### config.mk
export PLATFORM = sky130hd
export DESIGN_NAME = decode_execute_stage
export DESIGN_NICKNAME = d
export VERILOG_FILES = /design/src/rtl/decode_execute_stage.sv
export SDC_FILE = /design/constraint.sdc
export NUM_CORES = 1
export LEC_CHECK = 0
export BUFFER_PORTS_ARGS = -buffer_cell sky130_fd_sc_hd__buf_2
export CAP_MARGIN = 20
export CORE_UTILIZATION = 50
export DETAILED_ROUTE_END_ITERATION = 6
export PLACE_DENSITY = 0.87
export SLEW_MARGIN = 15
export SYNTH_ARGS = -nofsm -noshare
export SYNTH_HDL_FRONTEND = slang
export SYNTH_HIERARCHICAL = 1
export SYNTH_SLANG_ARGS = --single-unit
### constraint.sdc
create_clock -name clk -period 1.84 [get_ports clk]
set_input_delay 0 -clock clk [delete_from_list [all_inputs] [get_ports clk]]
set_output_delay 0 -clock clk [all_outputs]
set_load 0.02 [all_outputs]
### src/rtl/decode_execute_stage.sv
// ---------------------------------------------------------------------------
// decode_execute_stage
//
// D->E pipeline boundary for the 32-bit pipelined CPU. It holds the E-stage
// register, computes the forwarded E operands and detects the load-use
// hazard that holds fetch and decode.
//
// Ports
//   clk, rst_n              rising-edge clock, async active-low reset
//   rd1_d, rd2_d            register-file read data of the D instruction
//   ra1_d, ra2_d            D source addresses (4'hF = PC+8, already on rdX_d)
//   wa3_d                   D destination
//   regwrite_d, memtoreg_d  D writes a register / D is a load
//   ctrl_d                  opaque D control bundle (CTRL_W bits)
//   flush_e                 squash the instruction entering E
//   alures_m, wa3_m,
//   regwrite_m              M-stage forwarding source
//   result_w, wa3_w,
//   regwrite_w              W-stage forwarding source and register-file write
//   srca_e, srcb_e          forwarded E operands
//   wa3_e, regwrite_e,
//   memtoreg_e, ctrl_e      E-stage destination and control
//   stall_f, stall_d        hold PC / hold the decode register
// ---------------------------------------------------------------------------

// Per-operand datapath: decode bypass of the same-cycle W write and the
// M-over-W forwarding mux for the latched E operand.
module decode_execute_stage_fwd (
  input  logic [3:0]  ra_d,
  input  logic [31:0] rd_d,
  input  logic [3:0]  ra_e,
  input  logic [31:0] rd_e,
  input  logic        regwrite_m,
  input  logic [3:0]  wa3_m,
  input  logic [31:0] alures_m,
  input  logic        regwrite_w,
  input  logic [3:0]  wa3_w,
  input  logic [31:0] result_w,
  output logic [31:0] rd_byp_d,
  output logic [31:0] src_e
);
  localparam logic [3:0] RA_PC = 4'hF;

  logic hit_w_d, hit_m_e, hit_w_e;

  always_comb begin
    // The register file writes on the edge, so a W write in the same cycle
    // is missing from rd_d; take it straight from result_w instead.
    hit_w_d  = regwrite_w && (wa3_w == ra_d) && (ra_d != RA_PC);
    rd_byp_d = hit_w_d ? result_w : rd_d;
  end

  always_comb begin
    // R15 is PC+8 supplied by decode and never lives in the pipeline.
    hit_m_e = regwrite_m && (wa3_m == ra_e) && (ra_e != RA_PC);
    hit_w_e = regwrite_w && (wa3_w == ra_e) && (ra_e != RA_PC);
    if (hit_m_e)      src_e = alures_m;   // youngest producer wins
    else if (hit_w_e) src_e = result_w;
    else              src_e = rd_e;
  end
endmodule

module decode_execute_stage #(
  parameter int CTRL_W = 12
) (
  input  logic              clk,
  input  logic              rst_n,
  input  logic [31:0]       rd1_d,
  input  logic [31:0]       rd2_d,
  input  logic [3:0]        ra1_d,
  input  logic [3:0]        ra2_d,
  input  logic [3:0]        wa3_d,
  input  logic              regwrite_d,
  input  logic              memtoreg_d,
  input  logic [CTRL_W-1:0] ctrl_d,
  input  logic              flush_e,
  input  logic [31:0]       alures_m,
  input  logic [3:0]        wa3_m,
  input  logic              regwrite_m,
  input  logic [31:0]       result_w,
  input  logic [3:0]        wa3_w,
  input  logic              regwrite_w,
  output logic [31:0]       srca_e,
  output logic [31:0]       srcb_e,
  output logic [3:0]        wa3_e,
  output logic              regwrite_e,
  output logic              memtoreg_e,
  output logic [CTRL_W-1:0] ctrl_e,
  output logic              stall_f,
  output logic              stall_d
);
  localparam int         NUM_OPS = 2;
  localparam logic [3:0] RA_PC   = 4'hF;

  typedef struct packed {
    logic [31:0]       rd1;
    logic [31:0]       rd2;
    logic [3:0]        ra1;
    logic [3:0]        ra2;
    logic [3:0]        wa3;
    logic              regwrite;
    logic              memtoreg;
    logic [CTRL_W-1:0] ctrl;
  } ereg_t;

  ereg_t e_q, e_d;
  logic  ldstall;

  logic [NUM_OPS-1:0][3:0]  ra_d_v, ra_e_v;
  logic [NUM_OPS-1:0][31:0] rd_d_v, rd_e_v, rd_byp_v, src_v;

  assign ra_d_v = {ra2_d, ra1_d};
  assign rd_d_v = {rd2_d, rd1_d};
  assign ra_e_v = {e_q.ra2, e_q.ra1};
  assign rd_e_v = {e_q.rd2, e_q.rd1};

  for (genvar g = 0; g < NUM_OPS; g++) begin : g_op
    decode_execute_stage_fwd u_fwd (
      .ra_d       (ra_d_v[g]),
      .rd_d       (rd_d_v[g]),
      .ra_e       (ra_e_v[g]),
      .rd_e       (rd_e_v[g]),
      .regwrite_m (regwrite_m),
      .wa3_m      (wa3_m),
      .alures_m   (alures_m),
      .regwrite_w (regwrite_w),
      .wa3_w      (wa3_w),
      .result_w   (result_w),
      .rd_byp_d   (rd_byp_v[g]),
      .src_e      (src_v[g])
    );
  end

  // A load in E cannot forward until it reaches W; any D read of its
  // destination must wait one cycle behind a bubble.
  always_comb begin
    ldstall = e_q.memtoreg && e_q.regwrite &&
              (((e_q.wa3 == ra1_d) && (ra1_d != RA_PC)) ||
               ((e_q.wa3 == ra2_d) && (ra2_d != RA_PC)));
  end

  // flush and ldstall together still insert just one bubble; the stalled D
  // instruction re-issues next cycle.
  always_comb begin
    e_d = '0;
    if (!(flush_e || ldstall)) begin
      e_d.rd1      = rd_byp_v[0];
      e_d.rd2      = rd_byp_v[1];
      e_d.ra1      = ra1_d;
      e_d.ra2      = ra2_d;
      e_d.wa3      = wa3_d;
      e_d.regwrite = regwrite_d;
      e_d.memtoreg = memtoreg_d;
      e_d.ctrl     = ctrl_d;
    end
  end

  always_ff @(posedge clk or negedge rst_n) begin
    if (!rst_n) e_q <= '0;
    else        e_q <= e_d;
  end

  assign srca_e     = src_v[0];
  assign srcb_e     = src_v[1];
  assign wa3_e      = e_q.wa3;
  assign regwrite_e = e_q.regwrite;
  assign memtoreg_e = e_q.memtoreg;
  assign ctrl_e     = e_q.ctrl;
  assign stall_f    = ldstall;
  assign stall_d    = ldstall;
endmodule

Yosys cells after proc, flatten, opt, wreduce, memory -nomap -nowiden
Cells that the tools add are included.
- div/mod/pow operators: 0
- multiply operators: 0
- equal/unequal tests: 12
- shift operators: 0
- mux-type cells: 7
- bitwise operators: 0
- reduce and logical (&&, ||, !) cells: 18
- add/subtract/negate cells: 0
- order comparisons: 0
- operator list (cell ; count):
    32-bit two-way mux ; 6
    90-bit two-way mux ; 1
    4-bit equality test ; 8
    1-bit logical AND ; 16
    4-bit != test (second input constant) ; 4
    1-bit logical OR ; 2
- memory bits (read-only): 0
- bits in latches: 0
- RAM bits: 0
- logic and storage cells: 45
- memories: 0
- input bits: 167
- register bits: 90
- output and inout bits: 84

Depth between registers and ports, before layout
Gate-level depths: netlist of the first run.
- depth after elaboration: 6
- mapped depth: 7
- mapped depth without buffers: 6

Modules after synthesis
The synthesis of the first run kept the hierarchy.
- by module, submodules not included (module ; area an instance (um^2) ; cells an instance ; sequential area each (um^2) ; times used):
    decode_execute_stage ; 4240.3 ; 353 ; 2252.2 ; 1
    decode_execute_stage_fwd ; 1508.9 ; 211 ; 0.0 ; 2

Least setup slack after synthesis of the first run
Ideal clock, no wire load.
- path kind: flip-flop to output port
- from: reg e_q[23] (netlist bit)
- to: out srca_e[10]
- data arrival time: 1.632 ns
- path buffers: 2
- stages on the path, launching flop included: 7
- setup slack: 0.208 ns
- data required time: 1.840 ns
- path through: dfrtp_1 > xnor2_1 > nand4_2 > or2_1 > buf_6 > buf_6 > a31oi_1
- cells in the longest elaborated chain, start to end: 5
- elaborated cells between the ends (all ways): 9
- classes of those cells: eq/ne: 3; mux: 2; reduce/logical: 4
- ends and longest elaborated chain (what ; line ; text):
    start, declared ; 106 ; ereg_t e_q, e_d;
    start signal, assigned ; 159 ; if (!rst_n) e_q <= '0;
    start signal, assigned ; 160 ; else e_q <= e_d;
    4-bit equality test ; 56 ; hit_w_e = regwrite_w && (wa3_w == ra_e) && (ra_e != RA_PC);
    1-bit logical AND (2 in series) ; 56 ;
    32-bit two-way mux ; 58 ; else if (hit_w_e) src_e = result_w;
    32-bit two-way mux (*) ; 57 ; if (hit_m_e) src_e = alures_m;
    end, declared ; 83 ; output logic [31:0] srca_e,
Every way passes the cells marked *; elsewhere a longest branch is shown, timed or not.

Worst setup path in the final report of the first run
- from: reg e_q[24] (netlist bit)
- to: out srca_e[19]
Same word-level chain as after synthesis.

==> run_results.csv, run 1 <==
group,metric,value,unit
setup_path,critPathKind,"reg -> out",
timing,slew_headroom,0.529,
placed_design,port-buffer-count,250,
global_routing,grt_max_degree,91,
timing,timing.final.ws_setup,-274,ps
setup_path,ff2ff_setup_slack,60,ps
pwr,power.leakage,0.00421,µW
timing,finClkSkew,7.19,ps
synth,synth_area_leaders,"dfrtp_1, a221oi_1, mux2_1, nand2b_1, a31oi_2",
setup_path,crit_path_max_fanout,9,
setup_path,required,1840,ps
clock_tree,cts_tree,"built",
synth,synth_edf_count,0,
layout,num-fill-cells,950,
setup_path,worstRegToRegCells,5,
clock_tree,cts_sinks,90,
drt,drc,0,
layout,drive_gt1_frac,0.458,
clock_tree,clk_pin_slew,70,ps
synth,postSynth.asyncResetShare,1.00,
global_routing,grt_pass1_vias,7702,
pwr,vdd_drop_max,0.474,mV
drt,routed_wl,28.5,mm
global_routing,antenna_found_initial,0,
synth,syn_avg_cell_area,9.37,µm²
layout,nets,1184,
run_status,status,"finished with violations",
synth,synth_cell_type_count,34,
synth,yosysTopAreaCellShare,0.310,
clock_tree,cts_root_buf,"clkbuf_16",
drt,wl_per_cell,23.7,µm
drt,ant_nets,0,
layout,fin_area,0.0104,mm²
synth,ys_ff_latch,90,
clock_tree,clk_latency,350,ps
die,num_rows,43,
run_status,violations,"setup timing",
setup_path,r2r-start,"wa3_e[3]",
layout,antenna_cells,0,
pwr,total_power,6180,µW
placed_design,finalWeightedCongestion,0.888,
global_routing,grt.total_usage,0.347,
drt,drt_first_pass_iters,5,
die,die_h,122,µm
pwr,cellPowerDensity,596,mW/mm²
layout,finish.utilization,0.738,
clock_tree,cts_buffers,9,
min_path,hp-class,"in -> async",
run,cap_violations,0,
timing,period_share,1.15,
drt,avgViaCountPerCell,6.74,
layout,register_area,0.00226,mm²
global_routing,globalRoute.totalOverflow,0,
timing,worst_pin_slew,707,ps
die,die-area,0.0150,mm²
drt,drt_iter0_drc,934,
synth,netlist_area,0.00726,mm²
placed_design,post-place-ws,85.4,ps
placed_design,postPlaceCellArea,0.00855,mm²
die,core,0.0140,mm²
timing,rsz0062_at_grt,"true",
timing,drv_slew,0,
timing,setup_viol,64,
placed_design,dp_hpwl,16.2,mm
timing,finalHoldViolCount,0,
die,dieWidth,122,µm
synth,synth_commonest_cells,"a221oi_1, dfrtp_1, nand2b_1, nand3_1",
clock_tree,cts_max_path_buffers,2,
die,start_util,0.517,
layout,multiInputGateArea,0.00485,mm²
layout,area_growth,42.8,%
synth,synth_nets,942,
setup_path,cp_cell_sequence,"xnor2_2, nand4_2, or2_4, clkbuf_16, a31oi_1, buf_4",
synth,yosys_warnings,6,
timing,max_freq,473,MHz
global_routing,grt_pass1_wl,40.0,mm
setup_path,slowest_stage,"dfrtp_2",
drt,vias,8098,
synth,ys_seq_area_frac,0.310,
setup_path,worst_setup_path_start_kind,"register",
clock_tree,cts.htree.levels,3,
setup_path,r2r-end,"e_q[53]",
setup_path,critPathMaxStageDelay,470,ps
setup_path,worstPathArrival,2110,ps
die,ios,251,
setup_path,endpoint_kind,"output port",
synth,synthCells,775,
synth,synth_top_area_cell,"dfrtp_1",
synth,ys.flop_type,"dfrtp_1",
timing,fin_crit,2110,ps
[layout make-up]
type	count	area share
timing repair buffer	347	0.265
sequential	90	0.218
multi-input combinational	569	0.468
clock buffer	12	0.0257
tap	180	0.0217
clock inverter	4	0.00242
[cells in the final DEF, fill, tap and decap left out, types with 3 or more instances in the layout]
cell type / count
clkbuf_16: 14
buf_12: 23
buf_4: 82
a31oi_2: 40
nand2_1: 3
o21ai_1: 40
nand3_2: 19
a31oi_4: 11
nor3_1: 54
dfrtp_1: 87
clkbuf_8: 3
o21ai_4: 3
a31oi_1: 13
nand3_1: 49
dlygate4sd3_1: 27
nand2b_1: 90
xnor2_1: 10
o21ai_2: 17
nand4_1: 4
a21oi_4: 4
xnor2_2: 7
o21ai_0: 7
xor2_1: 6
nor3_2: 10
mux2_1: 64
buf_6: 24
buf_2: 182
a221oi_1: 90
dfrtp_2: 3
[sequential cells by signal, summed over array words and instances, names as in the netlist]
register    cells
e_q            72
ctrl_e         12
wa3_e           4
memtoreg_e      1
regwrite_e      1
[worst max-delay path: cells and delay by family (launching register included)]
family	cells	cell delay (ps)
AO/OA/AOI/OAI	1	210
XOR/XNOR	1	190
buffers and inverters	2	390
flip-flops	1	470
AND/OR/NAND/NOR	2	500
[repair_timing]
item                                   CTS  global route
gates resized for setup                147           107
pin swaps                               11            16
setup endpoints to repair               66            99
cloned                                   2             7
endpoints found under the hold margin  116             0
setup buffers                            7            14
hold buffers                            27             0
[logic make-up (layout without fill, tap and decap cells)]
logic type	after synthesis	count (layout)	share of synthesized area
AND/OR/NAND/NOR	249	249	0.194
multiplexers	64	64	0.0993
buffers and inverters	117	363	0.109
XOR/XNOR	26	26	0.0314
flip-flops	90	90	0.310
AO/OA/AOI/OAI	229	230	0.256
[how the worst max path moves through the flow]
stage | startpoint | endpoint | slack (ps) | cells after the start
2_1_floorplan | e_q[23] | srca_e[10] | 210 | 6
3_3_place_gp | e_q[24] | srca_e[0] | 130 | 6
3_5_place_dp | e_q[23] | srca_e[17] | 90 | 6
4_1_cts | e_q[23] | srca_e[30] | -120 | 6
5_1_grt | e_q[24] | srca_e[19] | -310 | 6
6_report | e_q[24] | srca_e[19] | -270 | 6
[power by group]
group / switching [µW] / internal, µW / leakage (µW)
clock: 797 / 1020 / 0.000141
sequential: 56.8 / 2090 / 0.00116
combinational: 1250 / 959 / 0.00291
[per-stage QoR]
stage	hold WS [ps]	TNS [ps]	cells
after floorplan	-296	0	775
after global placement	-109	0	1129
after detailed placement	-107	0	1129
after CTS	62.8	-5570	1181
after global routing	91.0	-14130	1202
final	71.9	-9960	1202
[per-layer routing]
layer,up-vias,wire [µm],global-route usage
met5,-,0,0
met4,0,1150,0.166
met3,111,2700,0.0762
met2,633,14300,0.590
met1,3919,10300,0.415
li1,3435,-,-
No activity file was read; power rests on OpenSTA's default activity.
==> inputs of run 2 (changes only) <==
Settings changed: BUFFER_PORTS_ARGS -buffer_cell sky130_fd_sc_hd__buf_2 to -buffer_cell sky130_fd_sc_hd__clkbuf_2.
==> run 2 against run 1 <==
  * The run still ends with setup timing left
  * Core utilization decreased by 1.6 points
  * Global-route usage increased by 0.48 points
  * Clock-buffer cell count decreased by 1
  * Sequential cell count unchanged
  * Non-clock buffer count decreased by 3
  * Hold slack improved by 33 ps
  * Via count increased by 1.7%
  * Critical path type unchanged
==> run_results.csv, run 2 (same netlist as run 1, synthesis figures left out) <==
group,metric,value,unit
die,ios,251,
pwr,cellPowerDensity,594,mW/mm²
layout,multiInputGateArea,0.00474,mm²
layout,drive_gt1_frac,0.442,
timing,finClkSkew,9.30,ps
timing,worst_pin_slew,467,ps
clock_tree,cts_buffers,9,
pwr,internal_power,3940,µW
die,num_rows,43,
setup_path,critPathMaxStageDelay,440,ps
timing,slew_headroom,0.687,
pwr,power.leakage,0.00418,µW
timing,fin_crit,2090,ps
die,die_h,122,µm
run_status,violations,"setup timing",
setup_path,crit_buf_inv,2,
die,core,0.0140,mm²
drt,drc,0,
layout,num-fill-cells,972,
pwr,netSwitchingPower,2090,µW
setup_path,worst_setup_path_start_kind,"register",
timing,drv_slew,0,
die,die-area,0.0150,mm²
layout,mostFrequentLayoutCells,"clkbuf_2, nand2b_1, a221oi_1, dfrtp_1, buf_4",
timing,finalHoldViolCount,0,
layout,top_register,"e_q",
clock_tree,cts_tree,"built",
min_path,hp-class,"in -> async",
setup_path,slowest_stage,"dfrtp_2",
pwr,clkPwrFrac,0.279,
drt,vias,8238,
timing,setup_viol,65,
setup_path,crit_path_max_fanout,7,
setup_path,required,1840,ps
die,start_util,0.517,
global_routing,globalRoute.totalOverflow,0,
layout,largest_register_ffs,72,
run,cap_violations,0,
clock_tree,cts_max_path_buffers,2,
timing,rsz0062_at_grt,"true",
pwr,total_power,6020,µW
setup_path,worstPathArrival,2090,ps
timing,period_share,1.13,
placed_design,port-buffer-count,250,
layout,layout_commonest_cell,"clkbuf_2",
timing,max_freq,479,MHz
timing,finalSetupTns,-9080,ps
drt,avgViaCountPerCell,6.88,
setup_path,ff2ff_setup_slack,40,ps
setup_path,endpoint_kind,"output port",
clock_tree,cts_root_buf,"clkbuf_16",
placed_design,postPlaceCellArea,0.00852,mm²
setup_path,crit_family,"compound AO/OA/AOI/OAI gates",
drt,drt_iter0_drc,1223,
clock_tree,clk_latency,350,ps
clock_tree,cts_sinks,90,
clock_tree,cts.htree.levels,3,
timing,timing.final.ws_setup,-246,ps
layout,nets,1180,
layout,register_area,0.00226,mm²
pwr,switching_share,0.346,
pwr,vdd_drop_max,0.550,mV
drt,ant_nets,0,
global_routing,grt_max_degree,73,
placed_design,dp_hpwl,17.1,mm
drt,drt_first_pass_iters,6,
setup_path,cp_cell_sequence,"xor2_2, a41o_2, buf_6, o21ai_1, a31oi_4, buf_8",
pwr,power_frac_seq,0.357,
layout,antenna_cells,0,
layout,area_growth,39.7,%
setup_path,critPathKind,"reg -> out",
global_routing,grt_pass1_wl,40.0,mm
run_status,status,"finished with violations",
layout,finish.utilization,0.722,
global_routing,grt_pass1_vias,7672,
clock_tree,clk_pin_slew,70,ps
drt,routed_wl,29.2,mm
placed_design,finalWeightedCongestion,0.886,
die,dieWidth,122,µm
drt,wl_per_cell,24.4,µm
global_routing,grt.total_usage,0.352,
pwr,pwr-share-comb,0.365,
global_routing,antenna_found_initial,0,
layout,fin_area,0.0101,mm²
==> run 2: changes by cell type in the layout (fill, tap and decap cells not counted), sizes merged <==
cell and change:
clkinvlp -2, clkbuf +194, o21ai -1, buf -197, clkinv +2, bufbuf -1
==> run 2: final cells by class <==
class | count | share of cell area
Multi-Input combinational cell | 568 | 0.467
Timing Repair Buffer | 344 | 0.262
Sequential cell | 90 | 0.223
Clock buffer | 11 | 0.0230
Tap cell | 180 | 0.0222
Clock inverter | 4 | 0.00197
==> run 2: through the flow <==
step | setup WS (ps) | hold WS (ps) | instances
global route | -269 | 127 | 1197
floorplan | 208 | -296 | 775
global placement | 61.0 | -71.2 | 1134
detailed placement | 42.0 | -66.2 | 1134
finish | -246 | 105 | 1197
CTS | -137 | 100 | 1180
==> run 2: timing repair <==
item / in CTS / in global routing
endpoints found under the setup margin: 66 / 114
hold buffers: 27 / 0
pin swaps: 5 / 20
cloned: 0 / 7
setup buffers: 4 / 12
endpoints found under the hold margin: 88 / 0
resized for setup: 136 / 170
==> run 2: path summary, 6_finish.rpt <==
check	depth (start not counted)	start	to
worst max-delay path	6	e_q[20]	srcb_e[23]
worst min-delay path	2	rst_n	e_q[51]
worst max register to register	5	wa3_e[3]	e_q[30]
worst min register to register	4	wa3_e[1]	wa3_e[1]
max in group asynchronous	3	rst_n	e_q[24]
min in group clk	4	rd2_d[30]	e_q[56]
==> run 2: per-layer routing <==
layer | global-route usage | wire, µm
met1 | 0.415 | 10700
met2 | 0.601 | 14300
met3 | 0.0688 | 2900
met4 | 0.191 | 1310
met5 | 0 | 0
==> run 2: worst reg2reg max path: cells and delay by family (launching register included) <==
family          cells  cell delay, ps
buf+inv             2             450
flops               1             430
simple gates        1             330
compound gates      1             230
xor+xnor            1             210
==> run 2: power by group through the flow <==
| stage | Clock [µW] | Combinational (µW) | Sequential (µW) |
|---|---|---|---|
| 2_1_floorplan | 0 | 1020 | 2160 |
| 6_report | 1680 | 2200 | 2150 |
| 5_1_grt | 1770 | 2300 | 2160 |
| 4_1_cts | 1670 | 1920 | 2140 |
| 3_3_place_gp | 0 | 1690 | 2160 |
| 3_5_place_dp | 0 | 1720 | 2170 |
